$ cat config.mk
export PLATFORM = sky130hd
export DESIGN_NAME = cim_cmd_scheduler
export DESIGN_NICKNAME = d
export VERILOG_FILES = /design/src/rtl/cim_cmd_scheduler.sv
export SDC_FILE = /design/constraint.sdc
export NUM_CORES = 1
export LEC_CHECK = 0
export CORE_UTILIZATION = 31
export DETAILED_ROUTE_END_ITERATION = 6
export GPL_ROUTABILITY_DRIVEN = 0
export PLACE_DENSITY = 0.57
export SYNTH_ARGS = -nofsm -noshare
export SYNTH_HDL_FRONTEND = slang
export SYNTH_SLANG_ARGS = --single-unit
$ cat constraint.sdc
create_clock -name clk -period 5.54 [get_ports clk]
set_input_delay 0.554 -clock clk [delete_from_list [all_inputs] [get_ports clk]]
set_output_delay 0.554 -clock clk [all_outputs]
set_load 0.005 [all_outputs]
$ cat src/rtl/cim_cmd_scheduler.sv
// Compute command FIFO + presenter for the MUL controller, with load/store column hazard gating.
// Optional CIM_SCHED_PERF_EN adds saturating perf_issued / perf_stall counters.
module cim_cmd_scheduler #(
  parameter int FIFO_DEPTH = 4,
  parameter int ADDR_W     = 6,
  parameter int CMD_W      = 25
) (
  input  logic              clk,
  input  logic              rst_n,
  input  logic              host_cmp_valid,
  output logic              host_cmp_ready,
  input  logic [CMD_W-1:0]  host_cmp_cmd,
  input  logic              host_ls_valid,
  output logic              host_ls_ready,
  input  logic [ADDR_W:0]   host_ls_cmd,
  input  logic              drain,
  output logic              idle,
  output logic              Compute_valid,
  input  logic              Compute_ready,
  output logic [CMD_W-1:0]  Compute_command,
  output logic              ExLdSt_valid,
  output logic [ADDR_W:0]   ExLdSt_command
`ifdef CIM_SCHED_PERF_EN
  ,
  output logic [15:0]       perf_issued,
  output logic [15:0]       perf_stall
`endif
);

  localparam int PTR_W = $clog2(FIFO_DEPTH);
  localparam logic [PTR_W:0] PTR_ONE = {{PTR_W{1'b0}}, 1'b1};

  typedef enum logic {ST_IDLE, ST_PRESENT} state_t;

  state_t             state_reg;
  logic               compute_valid_reg;
  logic [CMD_W-1:0]   compute_cmd_reg;
  logic               ls_valid_reg;
  logic [ADDR_W:0]    ls_cmd_reg;
  logic [PTR_W:0]     wr_ptr_reg, rd_ptr_reg;
  logic [CMD_W-1:0]   fifo_mem [FIFO_DEPTH];

  logic               fifo_empty, fifo_full, push, pop;
  logic [CMD_W-1:0]   fifo_head;

  assign fifo_empty = (wr_ptr_reg == rd_ptr_reg);
  assign fifo_full  = (wr_ptr_reg[PTR_W] != rd_ptr_reg[PTR_W]) &&
                      (wr_ptr_reg[PTR_W-1:0] == rd_ptr_reg[PTR_W-1:0]);
  assign fifo_head  = fifo_mem[rd_ptr_reg[PTR_W-1:0]];

  // Ready is held low during reset so nothing is accepted before the FIFO is known empty.
  assign host_cmp_ready = rst_n & ~fifo_full & ~drain;
  // NOP commands complete the host handshake but never enter the FIFO.
  assign push = host_cmp_valid & host_cmp_ready & (host_cmp_cmd[CMD_W-2 -: 3] != 3'b000);
  assign pop  = ~fifo_empty & ((state_reg == ST_IDLE) ||
                               ((state_reg == ST_PRESENT) && Compute_ready));

  always_ff @(posedge clk) begin
    if (push) fifo_mem[wr_ptr_reg[PTR_W-1:0]] <= host_cmp_cmd;
  end

  always_ff @(posedge clk or negedge rst_n) begin
    if (!rst_n) begin
      wr_ptr_reg <= '0;
      rd_ptr_reg <= '0;
    end else begin
      if (push) wr_ptr_reg <= wr_ptr_reg + PTR_ONE;
      if (pop)  rd_ptr_reg <= rd_ptr_reg + PTR_ONE;
    end
  end

  always_ff @(posedge clk or negedge rst_n) begin
    if (!rst_n) begin
      state_reg         <= ST_IDLE;
      compute_valid_reg <= 1'b0;
      compute_cmd_reg   <= '0;
    end else begin
      case (state_reg)
        ST_IDLE: begin
          if (!fifo_empty) begin
            compute_cmd_reg   <= fifo_head;
            compute_valid_reg <= 1'b1;
            state_reg         <= ST_PRESENT;
          end
        end
        ST_PRESENT: begin
          // The command only changes on a completed handshake; a stalled MUL sees it frozen.
          if (Compute_ready) begin
            if (!fifo_empty) begin
              compute_cmd_reg <= fifo_head;
            end else begin
              compute_valid_reg <= 1'b0;
              state_reg         <= ST_IDLE;
            end
          end
        end
        default: begin
          state_reg         <= ST_IDLE;
          compute_valid_reg <= 1'b0;
        end
      endcase
    end
  end

  logic              cmd_special;
  logic [2:0]        cmd_mode;
  logic [ADDR_W-1:0] cmd_rs1, cmd_rs2, cmd_rd, ls_addr;
  logic              exact_hit, pair_hit, hazard;

  assign cmd_special = compute_cmd_reg[CMD_W-1];
  assign cmd_mode    = compute_cmd_reg[CMD_W-2 -: 3];
  assign cmd_rs1     = compute_cmd_reg[3*ADDR_W-1 -: ADDR_W];
  assign cmd_rs2     = compute_cmd_reg[2*ADDR_W-1 -: ADDR_W];
  assign cmd_rd      = compute_cmd_reg[ADDR_W-1:0];
  assign ls_addr     = host_ls_cmd[ADDR_W-1:0];

  assign exact_hit = (ls_addr == cmd_rs1) || (ls_addr == cmd_rs2) || (ls_addr == cmd_rd);
  // Special ADD/SUB operate on even/odd column pairs for rs2 and rd.
  assign pair_hit  = cmd_special && ((cmd_mode == 3'b101) || (cmd_mode == 3'b110)) &&
                     ((ls_addr[ADDR_W-1:1] == cmd_rs2[ADDR_W-1:1]) ||
                      (ls_addr[ADDR_W-1:1] == cmd_rd[ADDR_W-1:1]));
  assign hazard    = compute_valid_reg & (exact_hit | pair_hit);

  assign host_ls_ready = ~hazard;

  always_ff @(posedge clk or negedge rst_n) begin
    if (!rst_n) begin
      ls_valid_reg <= 1'b0;
      ls_cmd_reg   <= '0;
    end else begin
      ls_valid_reg <= host_ls_valid & ~hazard;
      if (host_ls_valid & ~hazard) ls_cmd_reg <= host_ls_cmd;
    end
  end

  assign Compute_valid   = compute_valid_reg;
  assign Compute_command = compute_cmd_reg;
  assign ExLdSt_valid    = ls_valid_reg;
  assign ExLdSt_command  = ls_cmd_reg;
  assign idle            = fifo_empty & (state_reg == ST_IDLE) & ~ls_valid_reg;

`ifdef CIM_SCHED_PERF_EN
  logic [15:0] perf_issued_reg, perf_stall_reg;

  always_ff @(posedge clk or negedge rst_n) begin
    if (!rst_n) begin
      perf_issued_reg <= '0;
      perf_stall_reg  <= '0;
    end else begin
      if (compute_valid_reg && Compute_ready && (perf_issued_reg != 16'hFFFF))
        perf_issued_reg <= perf_issued_reg + 16'd1;
      if (host_ls_valid && hazard && (perf_stall_reg != 16'hFFFF))
        perf_stall_reg <= perf_stall_reg + 16'd1;
    end
  end

  assign perf_issued = perf_issued_reg;
  assign perf_stall  = perf_stall_reg;
`endif

endmodule

# Word level (Yosys, flattened, before mapping)
# Memory sizes are Yosys's and may differ from the RTL's.
# Index checks and enable logic that the tools add are counted.
[totals]
ff_bits = 41
ramBits = 100
in_bits = 38
elab_cells = 62
mem_count = 1
[memory_table]
columns = ["name", "words", "width", "rd", "rd_clocked_by_memory_dff", "write_ports", "line", "rtl"]
rows = [
  ["fifo_mem", 4, 25, 1, 0, 1, "41", "logic [CMD_W-1:0] fifo_mem [FIFO_DEPTH];"],
]
[op_classes]
add_sub_neg = 2
n_eq_ne = 13
n_mux = 12
bitwise = 16
reduce_logical = 11
[ops]
columns = ["cell", "n"]
rows = [
  ["two-way mux 25 bit", 2],
  ["one-hot mux 25 bit (2 select lines)", 1],
  ["equality test 6 bit", 3],
  ["equality test 5 bit", 2],
  ["AND 1 bit", 9],
  ["two-way mux 1 bit", 7],
  ["adder 3 x 1 -> 3 bit, second input constant", 2],
  ["equality test 3 bit, second input constant", 2],
  ["NOT 1 bit", 6],
  ["logical OR 1 bit", 5],
  ["logical AND 1 bit", 4],
  ["inequality test 2 bit, second input constant", 2],
  ["one-hot mux 1 bit (2 select lines)", 2],
  ["equality test 3 bit", 1],
  ["AND reduction 3 bit", 1],
  ["nonzero test 3 bit", 1],
  ["equality test 2 bit", 1],
  ["inequality test 2 x 1 -> 1 bit, second input constant", 1],
  ["inequality test 1 bit", 1],
  ["OR 1 bit", 1],
]

# Logic depth before layout (Yosys ltp)
# Gate-level depths: netlist of run 1.
[logic_depth]
ltp_word = 9
mapped_depth = 7
ltp_nobuf = 5

# Worst setup path after synthesis of run 1
# OpenSTA, ideal clock, no wires.
[synth_timing]
path_type = "flip-flop to flip-flop"
from = "register rd_ptr_reg[1]"
to = "memory fifo_mem[0][0] (enable)"
setup_ps = 384
arrival_ps = 1809
required_time_ps = 5156
slack_ps = 3347
path_stages_with_launch = 6
path_buffers = 1
synth_period_minus_slack_ps = 2193
cell_sequence = "dfrtp_1 buf_6 xor2_4 o311a_4 o311a_4 and2_1"
[synth_between]
elab_chain_cells = 9
[synth_rtl]
columns = ["element", "line", "rtl"]
rows = [
  ["start: declaration", "40", "logic [PTR_W:0] wr_ptr_reg, rd_ptr_reg;"],
  ["start signal: assignment", "68", "if (pop) rd_ptr_reg <= rd_ptr_reg + PTR_ONE;"],
  ["equality test 2 bit", "48", "(wr_ptr_reg[PTR_W-1:0] == rd_ptr_reg[PTR_W-1:0]);"],
  ["logical AND 1 bit", "47", "assign fifo_full = (wr_ptr_reg[PTR_W] != rd_ptr_reg[PTR_W]) &&"],
  ["NOT 1 bit", "52", "assign host_cmp_ready = rst_n & ~fifo_full & ~drain;"],
  ["AND 1 bit (2 in a row)", "52", ""],
  ["named net host_cmp_ready", "11", "output logic host_cmp_ready,"],
  ["AND 1 bit (2 in a row)", "54", "assign push = host_cmp_valid & host_cmp_ready & (host_cmp_cmd[CMD_W-2 -: 3] != 3'b000);"],
  ["two-way mux 1 bit", "59", "if (push) fifo_mem[wr_ptr_reg[PTR_W-1:0]] <= host_cmp_cmd;"],
  ["two-way mux 1 bit (not written as such)", "59", ""],
  ["end: declaration", "41", ""],
]
# The timed path passes the listed nets, and every way through them passes these cells.

# Worst setup path in the final report of run 1
[layout_timing]
from = "input host_ls_cmd[2]"
to = "output host_ls_ready"
[layout_between]
elab_chain_cells = 6
elab_cells_between_ends = 12
[layout_rtl]
columns = ["element", "line", "rtl"]
rows = [
  ["start: declaration", "15", "input logic [ADDR_W:0] host_ls_cmd,"],
  ["equality test 6 bit (tied with other cells)", "117", "assign exact_hit = (ls_addr == cmd_rs1) || (ls_addr == cmd_rs2) || (ls_addr == cmd_rd);"],
  ["logical OR 1 bit (on tied branches)", "117, 120", ""],
  ["logical OR 1 bit / logical AND 1 bit (equally long branches)", "117, 119", ""],
  ["OR 1 bit *", "122", "assign hazard = compute_valid_reg & (exact_hit | pair_hit);"],
  ["AND 1 bit *", "122", ""],
  ["NOT 1 bit *", "124", "assign host_ls_ready = ~hazard;"],
  ["end: declaration", "14", "output logic host_ls_ready,"],
]
# Mark *: on every way between the ends. The rest lies on a longest branch, timed or not.

==> results.txt, run 1 <==
----------------------------------------------------
[Run status]
  Run status ... finished, final reports clean

[Setup path]
  Worst reg2reg path startpoint ... rd_ptr_reg[2]$_DFFE_PN0P_
  Critical path fanouts, max ... 15
  Slack of the worst reg-to-reg path ... 3.37 ns
  Origin of the worst setup path ... host_ls_cmd[2]
  CP Data Arrival Time ... 2.69 ns
  End of the critical path ... host_ls_ready
  Worst-case reg-to-reg path depth ... 4
  Type of origin of the critical path ... primary input
  Category of the critical setup timing path ... primary input to primary output
  CP required ... 4.99 ns
  Worst Setup End Kind ... primary output
  Endpoint of the worst-slack reg-to-reg timing path ... fifo_mem[0][14]$_DFFE_PP_

[Logic synthesis]
  Sequential area share after synthesis ... 0.659
  Library cell occupying the most area in the post-synthesis netlist ... edfxtp_1
  Synth top area cells ... edfxtp_1 49%, dfrtp_1 17%, mux4_2 8.5%, mux2_4 4.4%, xnor2_1 2.4%
  Post-synthesis area per instance ... 18.6 um2
  Synth unique cells ... between 40 and 50
  Most used flip-flop cell after synthesis ... edfxtp_1
  Number of standard cells after synthesis ... 328
  Share of synthesized flip-flops with an asynchronous set or reset ... 0.291
  Share of Yosys cell area claimed by the top area cell type ... 0.492
  Post-synth design cell area ... 0.00611 mm2
  Yosys synthesis warning count ... 0
  Seq cells post-synth ... roughly 140
  Nets in the synthesized netlist ... 372
  Post-synth EDFFs ... 100

[Floorplanning]
  FP Rows ... 50
  I/O pin count ... 75
  Initial standard-cell utilization of the core ... 0.321
  Floorplan die area ... 0.0203 mm2
  Floorplan core area ... 0.0190 mm2
  Chip Height ... 142 um
  Width of the chip ... between 100 and 150 um

[Pwr]
  Static leakage power ... 2.72 nW
  Internal Pwr Total ... 2.89 mW
  NetSw ... between 1 and 1.5 mW
  Reg power frac ... 0.380
  Switch share ... 0.283
  Clock Power Share ... 0.300
  Largest voltage drop on the vdd net ... 0.264 mV
  Share of total power in combinational logic ... 0.319
  Power density relative to cell area ... about 520 mW/mm2

[Cells and area]
  Final nets ... 451
  Fraction of final layout cells sized beyond drive strength 1 ... 0.258
  Finished Cell Area ... 0.00770 mm2
  Area of combinational cells with multiple inputs ... 0.00189 mm2
  Commonest cells after routing, fill and taps aside ... 100 x edfxtp_1, 73 x clkdlybuf4s50_1, 40 x dfrtp_1, 23 x mux4_2, 18 x mux2_4
  Antenna fix cells ... 0
  Storage cell area ... 0.00403 mm2
  Number of flip-flops in the largest register ... 100
  Post-Route Utilization ... 0.405
  Fillcell total ... 1803
  Area grow syn2layout ... 26.0%
  Most frequent standard cell in the layout excluding fill and tap cells ... edfxtp_1

[Detailed routing]
  Vias per std cell ... 4.70
  Number of antenna-violating nets in the routed design ... 0
  Vias after detailed routing ... 3189
  Number of DRC violations after detailed routing ... 0
  WL/cell ... approximately 18 um
  Violation count after the first detailed-route iteration ... 131
  Initial DRT Pass Iterations ... 5
  Total wire length ... 12400 um

[Clocking]
  Total number of clock tree sinks ... around 140
  CTS H-Tree Depth ... 4
  Number of buffers added by the clock tree synthesis step ... 17
  CTS tree ... built
  Number of buffers between clock root and the deepest sink ... 2
  Reg clk slew, reported paths ... 0.06 ns
  Clock root cell ... clkbuf_16
  Clock latency at the later pin of the worst-skew pair ... 0.42 ns
  Buffer count from post-CTS setup fixing ... 0
  Number of resized instances in the post-cts repair step ... 0
  Hold bufs inserted after CTS ... 0

[GRT]
  Total routing usage reported by global routing ... 0.134
  Layer with the highest usage ... met2
  GR Layer Usage met1 ... 0.164
  Via count of the first global-routing pass ... 3421
  Global routing usage on met3 ... 0.0431
  Wire length of the first global-routing pass ... 19200 um
  Met2 Use GR ... 0.219
  Pin count of the biggest net entering global routing ... 43
  Antenna violations before repair ... 0
  Grt total ovfl ... 0

[STA]
  F_max ... 0.309 GHz
  Time the final worst path needs with I/O delays and setup ... 3.24 ns
  Final number of max-transition violations ... 0
  Tightest slew margin relative to the limit ... 0.517
  Setup total negative slack ... 0 ns
  Worst-margin pin slew ... 0.725 ns
  Portion of the clock cycle consumed by the worst path in the final layout ... 0.585
  Setup violations, final ... 0
  Number of failing hold endpoints at the final stage ... 0
  Unrepaired setup endpoints after global routing ... no
  Worst Skew ... slightly below 0.01 ns

[Flow run]
  Max_cap viols ... 0

[Place]
  Number of buffers inserted by port buffering ... 74
  Half-perimeter wire length after detailed placement ... around 8000 um
  Area after DPL ... 0.00707 mm2

[Min path]
  Worst min-delay path class ... primary input to asynchronous set/reset pin

----------------------------------------------------
-- through the flow --
| step | hold slack (ns) | power [mW] | cells | worst slack, ns |
|---|---|---|---|---|
| 2_1_floorplan | 0.258 | 2.41 | 328 | 3.35 |
| 3_3_place_gp | 0.476 | 2.84 | 648 | 2.36 |
| 3_5_place_dp | 0.480 | 2.86 | 648 | 2.31 |
| 4_1_cts | 0.237 | 4.08 | 679 | 2.31 |
| 5_1_grt | 0.257 | 4.23 | 679 | 2.18 |
| 6_report | 0.216 | 4.03 | 679 | 2.30 |
-- Yosys cell counts (3+ instances only) --
library cell,number
clkbuf_1,6
edfxtp_1,100
dfrtp_1,41
buf_4,6
o21ai_0,9
o311ai_0,7
inv_1,12
a31oi_1,7
buf_2,3
o211ai_2,7
nand4_1,3
ha_1,6
nand2_1,3
mux2_4,18
xor2_1,5
mux4_2,23
nand3b_1,14
and2_1,5
xnor2_1,17
mux2_2,8
-- cells by family (layout without fill, tap and decap cells) --
logic type               after synthesis  after routing  synth area share
buffers and inverters                 32            123            0.0319
adder cells (fa/ha/maj)                6              6            0.0123
AND/OR/NAND/NOR                       36             36            0.0434
flip-flops                           141            141             0.659
multiplexers                          51             51             0.152
XOR/XNOR                              26             26            0.0459
AO/OA/AOI/OAI                         36             36            0.0547
-- layer usage --
metal,up-vias,share of wire,routed length (um)
met5,-,0,0
met4,0,0.013,158
met3,12,0.055,686
met2,85,0.49,6090
met1,1649,0.44,5480
li1,1443,-,-
-- how the worst min path moves through the flow --
| stage | from | endpoint | slack, ns | cells past startpoint |
|---|---|---|---|---|
| global placement | wr_ptr_reg[2]$_DFFE_PN0P_ | wr_ptr_reg[2]$_DFFE_PN0P_ | 0.48 | 1 |
| floorplan | rst_n | Compute_command[0]$_DFFE_PN0P_ | 0.26 | 0 |
| global route | rst_n | Compute_command[19]$_DFFE_PN0P_ | 0.26 | 2 |
| CTS | rst_n | Compute_command[18]$_DFFE_PN0P_ | 0.24 | 2 |
| finish | rst_n | Compute_command[18]$_DFFE_PN0P_ | 0.22 | 2 |
| detailed placement | wr_ptr_reg[2]$_DFFE_PN0P_ | wr_ptr_reg[2]$_DFFE_PN0P_ | 0.48 | 1 |
-- power by group through the flow --
stage	registers, mW	logic, mW	clock network, mW
after detailed placement	1.55	1.31	0
after CTS	1.54	1.31	1.23
after floorplan	1.47	0.935	0
after global placement	1.55	1.28	0
after global routing	1.56	1.39	1.27
final	1.53	1.29	1.21
-- final cells by class --
type,instances,share of cell area
Clock buffer,20,0.0567
Clock inverter,11,0.0250
Inverter,12,0.00585
Multi-Input combinational cell,155,0.245
Sequential cell,141,0.524
Tap cell,260,0.0423
Timing Repair Buffer,80,0.101
-- worst max-delay path, cell delays in order --
cell	delay, ns
clkdlybuf4s50_1	0.57
xnor2_1	0.29
nand4_1	0.15
o22ai_2	0.46
o41ai_2	0.17
clkdlybuf4s50_1	0.49
No activity file was read; power rests on OpenSTA's default activity.
==> run 2: changes to the inputs <==
clock period = 3.3 ns   (was 5.54 ns; I/O delays follow)
==> results.txt, run 2 (synthesis gave the netlist of run 1 again) <==
----------------------------------------------------
[STA]
  Worst Skew ... 0.00756 ns (-0.00220 ns)
  Tightest slew margin relative to the limit ... 0.518 (+0.00169)
  Setup violations, final ... 0 (unchanged)
  F_max ... approximately 0.36 GHz
  Worst Hold Margin ... 0.0733 ns (-0.142 ns)
  Setup total negative slack ... 0 ns (unchanged)
  Unrepaired setup endpoints after global routing ... no
  Time the final worst path needs with I/O delays and setup ... 2.80 ns
  Final number of max-transition violations ... 0 (unchanged)
  Worst-margin pin slew ... 0.720 ns (-0.00479 ns)
  Number of failing hold endpoints at the final stage ... 0 (unchanged)
  Portion of the clock cycle consumed by the worst path in the final layout ... 0.848

[Setup path]
  Category of the critical setup timing path ... register to primary output
  CP required ... 2.97 ns (-2.02 ns)
  Number of buffers and inverters on the critical path ... 1 (-1)
  Cell Chain, Critical Path ... xor2_1, nand4_1, o22ai_2, o41ai_2, clkdlybuf4s50_1
  Type of origin of the critical path ... register
  Worst Setup End Kind ... primary output
  Origin of the worst setup path ... Compute_command[21]$_DFFE_PN0P_
  Worst reg2reg path startpoint ... wr_ptr_reg[1]$_DFFE_PN0P_
  CP delay by family, top ... compound AO/OA/AOI/OAI gates
  Largest stage delay on the critical path ... 0.49 ns (-0.08 ns)
  Critical path fanouts, max ... 15 (unchanged)
  CP Data Arrival Time ... 2.47 ns (-0.22 ns)
  Highest-delay cell along the critical path ... clkdlybuf4s50_1

[Detailed routing]
  WL/cell ... 18.2 um (-0.75%)
  Vias per std cell ... 4.61 (-1.8%)
  Number of antenna-violating nets in the routed design ... 0 (unchanged)
  Total wire length ... 12400 um (about the same)
  Number of DRC violations after detailed routing ... 0 (unchanged)
  Initial DRT Pass Iterations ... 4 (-1)
  Violation count after the first detailed-route iteration ... 196 (+50%)
  Vias after detailed routing ... 3156 (-1.0%)

[Clocking]
  Clock root cell ... clkbuf_16
  Number of buffers between clock root and the deepest sink ... 2 (unchanged)
  CTS tree ... built
  Number of buffers added by the clock tree synthesis step ... 17 (unchanged)
  CTS H-Tree Depth ... 4 (unchanged)
  Reg clk slew, reported paths ... 0.06 ns (about the same)
  Clock latency at the later pin of the worst-skew pair ... 0.41 ns (about the same)
  Total number of clock tree sinks ... 141 (unchanged)
  Number of resized instances in the post-cts repair step ... 0 (unchanged)
  Hold bufs inserted after CTS ... 0 (unchanged)
  Buffer count from post-CTS setup fixing ... 0 (unchanged)

[GRT]
  Wire length of the first global-routing pass ... 19500 um (+1.8%)
  Antenna violations before repair ... 0 (unchanged)
  Total routing usage reported by global routing ... 0.134 (+0.000467)
  Via count of the first global-routing pass ... 3454 (+0.96%)
  Pin count of the biggest net entering global routing ... 42 (-2.3%)
  Grt total ovfl ... 0 (unchanged)

[Pwr]
  Post-layout total power ... 6.58 mW (+63%)
  Internal Pwr Total ... 4.66 mW (+62%)
  Clock Power Share ... 0.281 (-0.019)
  NetSw ... 1.92 mW (+68%)
  Switch share ... 0.291 (+0.00809)
  Power density relative to cell area ... 857 mW/mm2 (+64%)
  Share of total power in combinational logic ... 0.328 (+0.009)
  Largest voltage drop on the vdd net ... 0.473 mV (+79%)
  Static leakage power ... 2.72 nW (about the same)
  Reg power frac ... 0.391 (+0.011)

[Place]
  Half-perimeter wire length after detailed placement ... 8220 um (+4.4%)
  Number of buffers inserted by port buffering ... 74 (unchanged)

[Cells and area]
  Commonest cells after routing, fill and taps aside ... 100 x edfxtp_1, 73 x clkdlybuf4s50_1, 40 x dfrtp_1, 23 x mux4_2, 18 x mux2_4
  Fraction of final layout cells sized beyond drive strength 1 ... 0.262 (+0.00404)
  Final nets ... 455 (+0.89%)
  Most frequent standard cell in the layout excluding fill and tap cells ... edfxtp_1
  Antenna fix cells ... 0 (unchanged)
  Number of flip-flops in the largest register ... 100 (unchanged)
  Area grow syn2layout ... 25.6%

[Flow run]
  Max_cap viols ... 0 (unchanged)

[Floorplanning]
  FP Rows ... 50 (unchanged)
  Chip Height ... 142 um (unchanged)
  Initial standard-cell utilization of the core ... 0.321 (unchanged)
  Floorplan core area ... 0.0190 mm2 (unchanged)
  Floorplan die area ... 0.0203 mm2 (unchanged)
  Width of the chip ... 142 um (unchanged)
  I/O pin count ... 75 (unchanged)

[Run status]
  Run status ... finished, final reports clean

[Min path]
  Worst min-delay path class ... primary input to asynchronous set/reset pin

----------------------------------------------------
==> run 2: final cells by class <==
type                       count  area, um2
timing repair buffer          84        811
multi-input combinational    155       1890
fill                        1769      11300
tap                          260        325
clock inverter                10        115
sequential                   141       4030
clock buffer                  22        464
inverter                      12       45.0
==> run 2: metrics by stage <==
stage | cell area, um2 | setup WS, ns | util | cells
2_1_floorplan | 6110 | 1.11 | - | 328
3_3_place_gp | 7100 | 0.573 | 0.373 | 652
3_5_place_dp | 7100 | 0.540 | 0.373 | 652
4_1_cts | 7680 | 0.476 | 0.404 | 684
5_1_grt | 7680 | 0.325 | 0.404 | 684
6_report | 7680 | 0.501 | 0.404 | 684
==> run 2: worst paths after layout <==
check	depth (start not counted)	end	slack (ns)
max in group asynchronous	2	rd_ptr_reg[0]$_DFFE_PN0P_	2.79
setup reg to reg	4	fifo_mem[3][7]$_DFFE_PP_	1.33
min in group clk	1	wr_ptr_reg[2]$_DFFE_PN0P_	0.49
hold / removal	2	Compute_command[18]$_DFFE_PN0P_	0.07
setup / recovery	5	host_ls_ready	0.50
hold reg to reg	1	wr_ptr_reg[2]$_DFFE_PN0P_	0.49
==> run 2: worst register-to-register path: stages, from the launching register on <==
cell and delay (ns):
dfrtp_1 0.48, xor2_4 0.21, o311a_4 0.24, o311a_4 0.24, and2_4 0.44
==> run 2: power groups by stage <==
stage,logic [mW],registers [mW],clock network [mW]
global placement,2.17,2.61,0
floorplan,1.57,2.47,0
CTS,2.20,2.58,1.89
global route,2.33,2.61,1.97
detailed placement,2.20,2.61,0
finish,2.16,2.57,1.85
==> run 2: per-layer routing <==
layer	part of all wire	track usage
met5	0	0
met4	0.0090	0.0424
met2	0.48	0.214
met3	0.050	0.0437
met1	0.46	0.172
==> run 3: changes to the inputs <==
clock period = 2.6 ns   (was 3.3 ns; I/O delays follow)
==> results.txt, run 3 (synthesis gave the netlist of run 1 again) <==
----------------------------------------------------
[GRT]
  Grt total ovfl ... 0 (unchanged)
  Via count of the first global-routing pass ... 3511 (+1.7%)
  Total routing usage reported by global routing ... 0.139 (+0.00454)
  Antenna violations before repair ... 0 (unchanged)
  Wire length of the first global-routing pass ... 20200 um (+3.6%)
  Pin count of the biggest net entering global routing ... 42 (unchanged)

[STA]
  Number of failing hold endpoints at the final stage ... 6 (+6)
  Final WS setup ... 0.0814 ns (-0.420 ns)
  Setup total negative slack ... 0 ns (unchanged)
  Time the final worst path needs with I/O delays and setup ... 2.52 ns
  Worst-margin pin slew ... 0.715 ns (-0.00531 ns)
  Final number of max-transition violations ... 0 (unchanged)
  Setup violations, final ... 0 (unchanged)
  Portion of the clock cycle consumed by the worst path in the final layout ... 0.969
  Worst Hold Margin ... -0.0122 ns (-0.0855 ns)
  Worst Skew ... 0.0124 ns (+0.00489 ns)
  F_max ... 0.397 GHz
  Tightest slew margin relative to the limit ... 0.522 (+0.00355)
  Unrepaired setup endpoints after global routing ... no

[Clocking]
  Total number of clock tree sinks ... 141 (unchanged)
  Clock latency at the later pin of the worst-skew pair ... 0.42 ns (about the same)
  Number of buffers between clock root and the deepest sink ... 2 (unchanged)
  Clock root cell ... clkbuf_16
  Reg clk slew, reported paths ... 0.06 ns (about the same)
  CTS tree ... built
  Number of buffers added by the clock tree synthesis step ... 17 (unchanged)
  CTS H-Tree Depth ... 4 (unchanged)

[Place]
  Setup WS pre-CTS ... 0.0667 ns (-0.473 ns)
  Half-perimeter wire length after detailed placement ... 8290 um (+0.82%)
  Number of buffers inserted by port buffering ... 74 (unchanged)

[Cells and area]
  Area grow syn2layout ... 27.4%
  Number of flip-flops in the largest register ... 100 (unchanged)
  Storage cell area ... 0.00403 mm2 (about the same)
  Most frequent standard cell in the layout excluding fill and tap cells ... edfxtp_1
  Area of combinational cells with multiple inputs ... 0.00189 mm2 (+0.40%)
  Post-Route Utilization ... 0.409 (+0.00553)
  Fillcell total ... 1763 (-0.34%)
  Fraction of final layout cells sized beyond drive strength 1 ... 0.279 (+0.0169)
  Commonest cells after routing, fill and taps aside ... 100 x edfxtp_1, 72 x clkdlybuf4s50_1, 38 x dfrtp_1, 23 x mux4_2, 18 x mux2_4
  Antenna fix cells ... 0 (unchanged)
  Final nets ... 458 (+0.66%)

[Floorplanning]
  Floorplan core area ... 0.0190 mm2 (unchanged)
  Floorplan die area ... 0.0203 mm2 (unchanged)
  Initial standard-cell utilization of the core ... 0.321 (unchanged)
  Width of the chip ... 142 um (unchanged)
  I/O pin count ... 75 (unchanged)
  Chip Height ... 142 um (unchanged)
  FP Rows ... 50 (unchanged)

[Detailed routing]
  Violation count after the first detailed-route iteration ... 144 (-27%)
  Total wire length ... 13000 um (+4.4%)
  Initial DRT Pass Iterations ... 4 (unchanged)
  Vias per std cell ... 4.71 (+2.1%)
  Number of antenna-violating nets in the routed design ... 0 (unchanged)
  Vias after detailed routing ... 3237 (+2.6%)
  WL/cell ... 18.9 um (+4.0%)
  Number of DRC violations after detailed routing ... 0 (unchanged)

[Setup path]
  Type of origin of the critical path ... register
  Critical path fanouts, max ... 3 (-12)
  Highest-delay cell along the critical path ... clkdlybuf4s50_1
  Worst Setup End Kind ... primary output
  Slack of the worst reg-to-reg path ... 0.43 ns (-0.90 ns)
  CP delay by family, top ... buffers and inverters
  Cell Chain, Critical Path ... xor2_1, nand4_1, o22ai_2, o41ai_2, clkdlybuf4s50_1
  CP required ... 2.34 ns (-0.63 ns)
  Largest stage delay on the critical path ... 0.57 ns (+0.08 ns)
  Number of buffers and inverters on the critical path ... 1 (unchanged)
  Category of the critical setup timing path ... register to primary output
  CP Data Arrival Time ... 2.26 ns (-0.21 ns)

[Pwr]
  Clock Power Share ... 0.297 (+0.016)
  NetSw ... 2.49 mW (+30%)
  Static leakage power ... 2.78 nW (+2.2%)
  Switch share ... 0.287 (-0.00414)
  Post-layout total power ... 8.69 mW (+32%)
  Largest voltage drop on the vdd net ... 1.01 mV (+110%)
  Power density relative to cell area ... 1120 mW/mm2 (+30%)
  Internal Pwr Total ... 6.20 mW (+33%)
  Share of total power in combinational logic ... 0.327 (about the same)
  Reg power frac ... 0.376 (-0.015)

[Run status]
  Failing checks ... hold timing
  Run status ... finished, violations left

[Flow run]
  Max_cap viols ... 0 (unchanged)

[Min path]
  Worst min-delay path class ... primary input to asynchronous set/reset pin

----------------------------------------------------
## run 3: routing by layer
layer  routed length (um)  global-route usage  part of all wire  up-vias
li1                     -                   -                 -     1454
met1                 5910               0.174              0.46     1683
met2                 6360               0.228              0.49       87
met3                  580              0.0421             0.045       13
met4                  122              0.0441            0.0094        0
met5                    0                   0                 0        -
## run 3: worst paths after layout
check / start / cells after the start / endpoint
max in group asynchronous: rst_n / 2 / wr_ptr_reg[0]$_DFFE_PN0P_
worst max register to register: wr_ptr_reg[1]$_DFFE_PN0P_ / 5 / fifo_mem[2][6]$_DFFE_PP_
min in group clk: host_ls_cmd[2] / 3 / ExLdSt_command[2]$_DFFE_PN0P_
worst min-delay path: rst_n / 2 / Compute_command[20]$_DFFE_PN0P_
worst max-delay path: Compute_command[21]$_DFFE_PN0P_ / 5 / host_ls_ready
worst min register to register: wr_ptr_reg[2]$_DFFE_PN0P_ / 1 / wr_ptr_reg[2]$_DFFE_PN0P_
## run 3: area by class of cell
cell class / instances / area share
well taps: 260 / 0.0418
repair buffers: 87 / 0.109
clock buffers: 23 / 0.0614
multi-input cells: 155 / 0.243
inverters: 12 / 0.00579
clock inverters: 9 / 0.0204
flip-flops and latches: 141 / 0.518
## run 3: what timing repair did
action	4_1_cts	5_1_grt
pin swaps	0	3
gates resized for setup	1	3
setup endpoints to repair	1	2
setup buffers	1	3
hold buffers	0	0
## run 3: power by group through the flow
stage          Clock (mW)  Combinational [mW]  Sequential (mW)
2_1_floorplan           0                1.99             3.14
3_3_place_gp            0                2.77             3.32
3_5_place_dp            0                2.82             3.31
4_1_cts              2.64                2.86             3.28
6_report             2.58                2.84             3.27
5_1_grt              2.72                3.07             3.33
## run 3: per-stage QoR
stage | instance area [um2] | std cells
5_1_grt | 7780 | 687
4_1_cts | 7750 | 684
3_5_place_dp | 7100 | 651
3_3_place_gp | 7100 | 651
6_report | 7780 | 687
2_1_floorplan | 6110 | 328
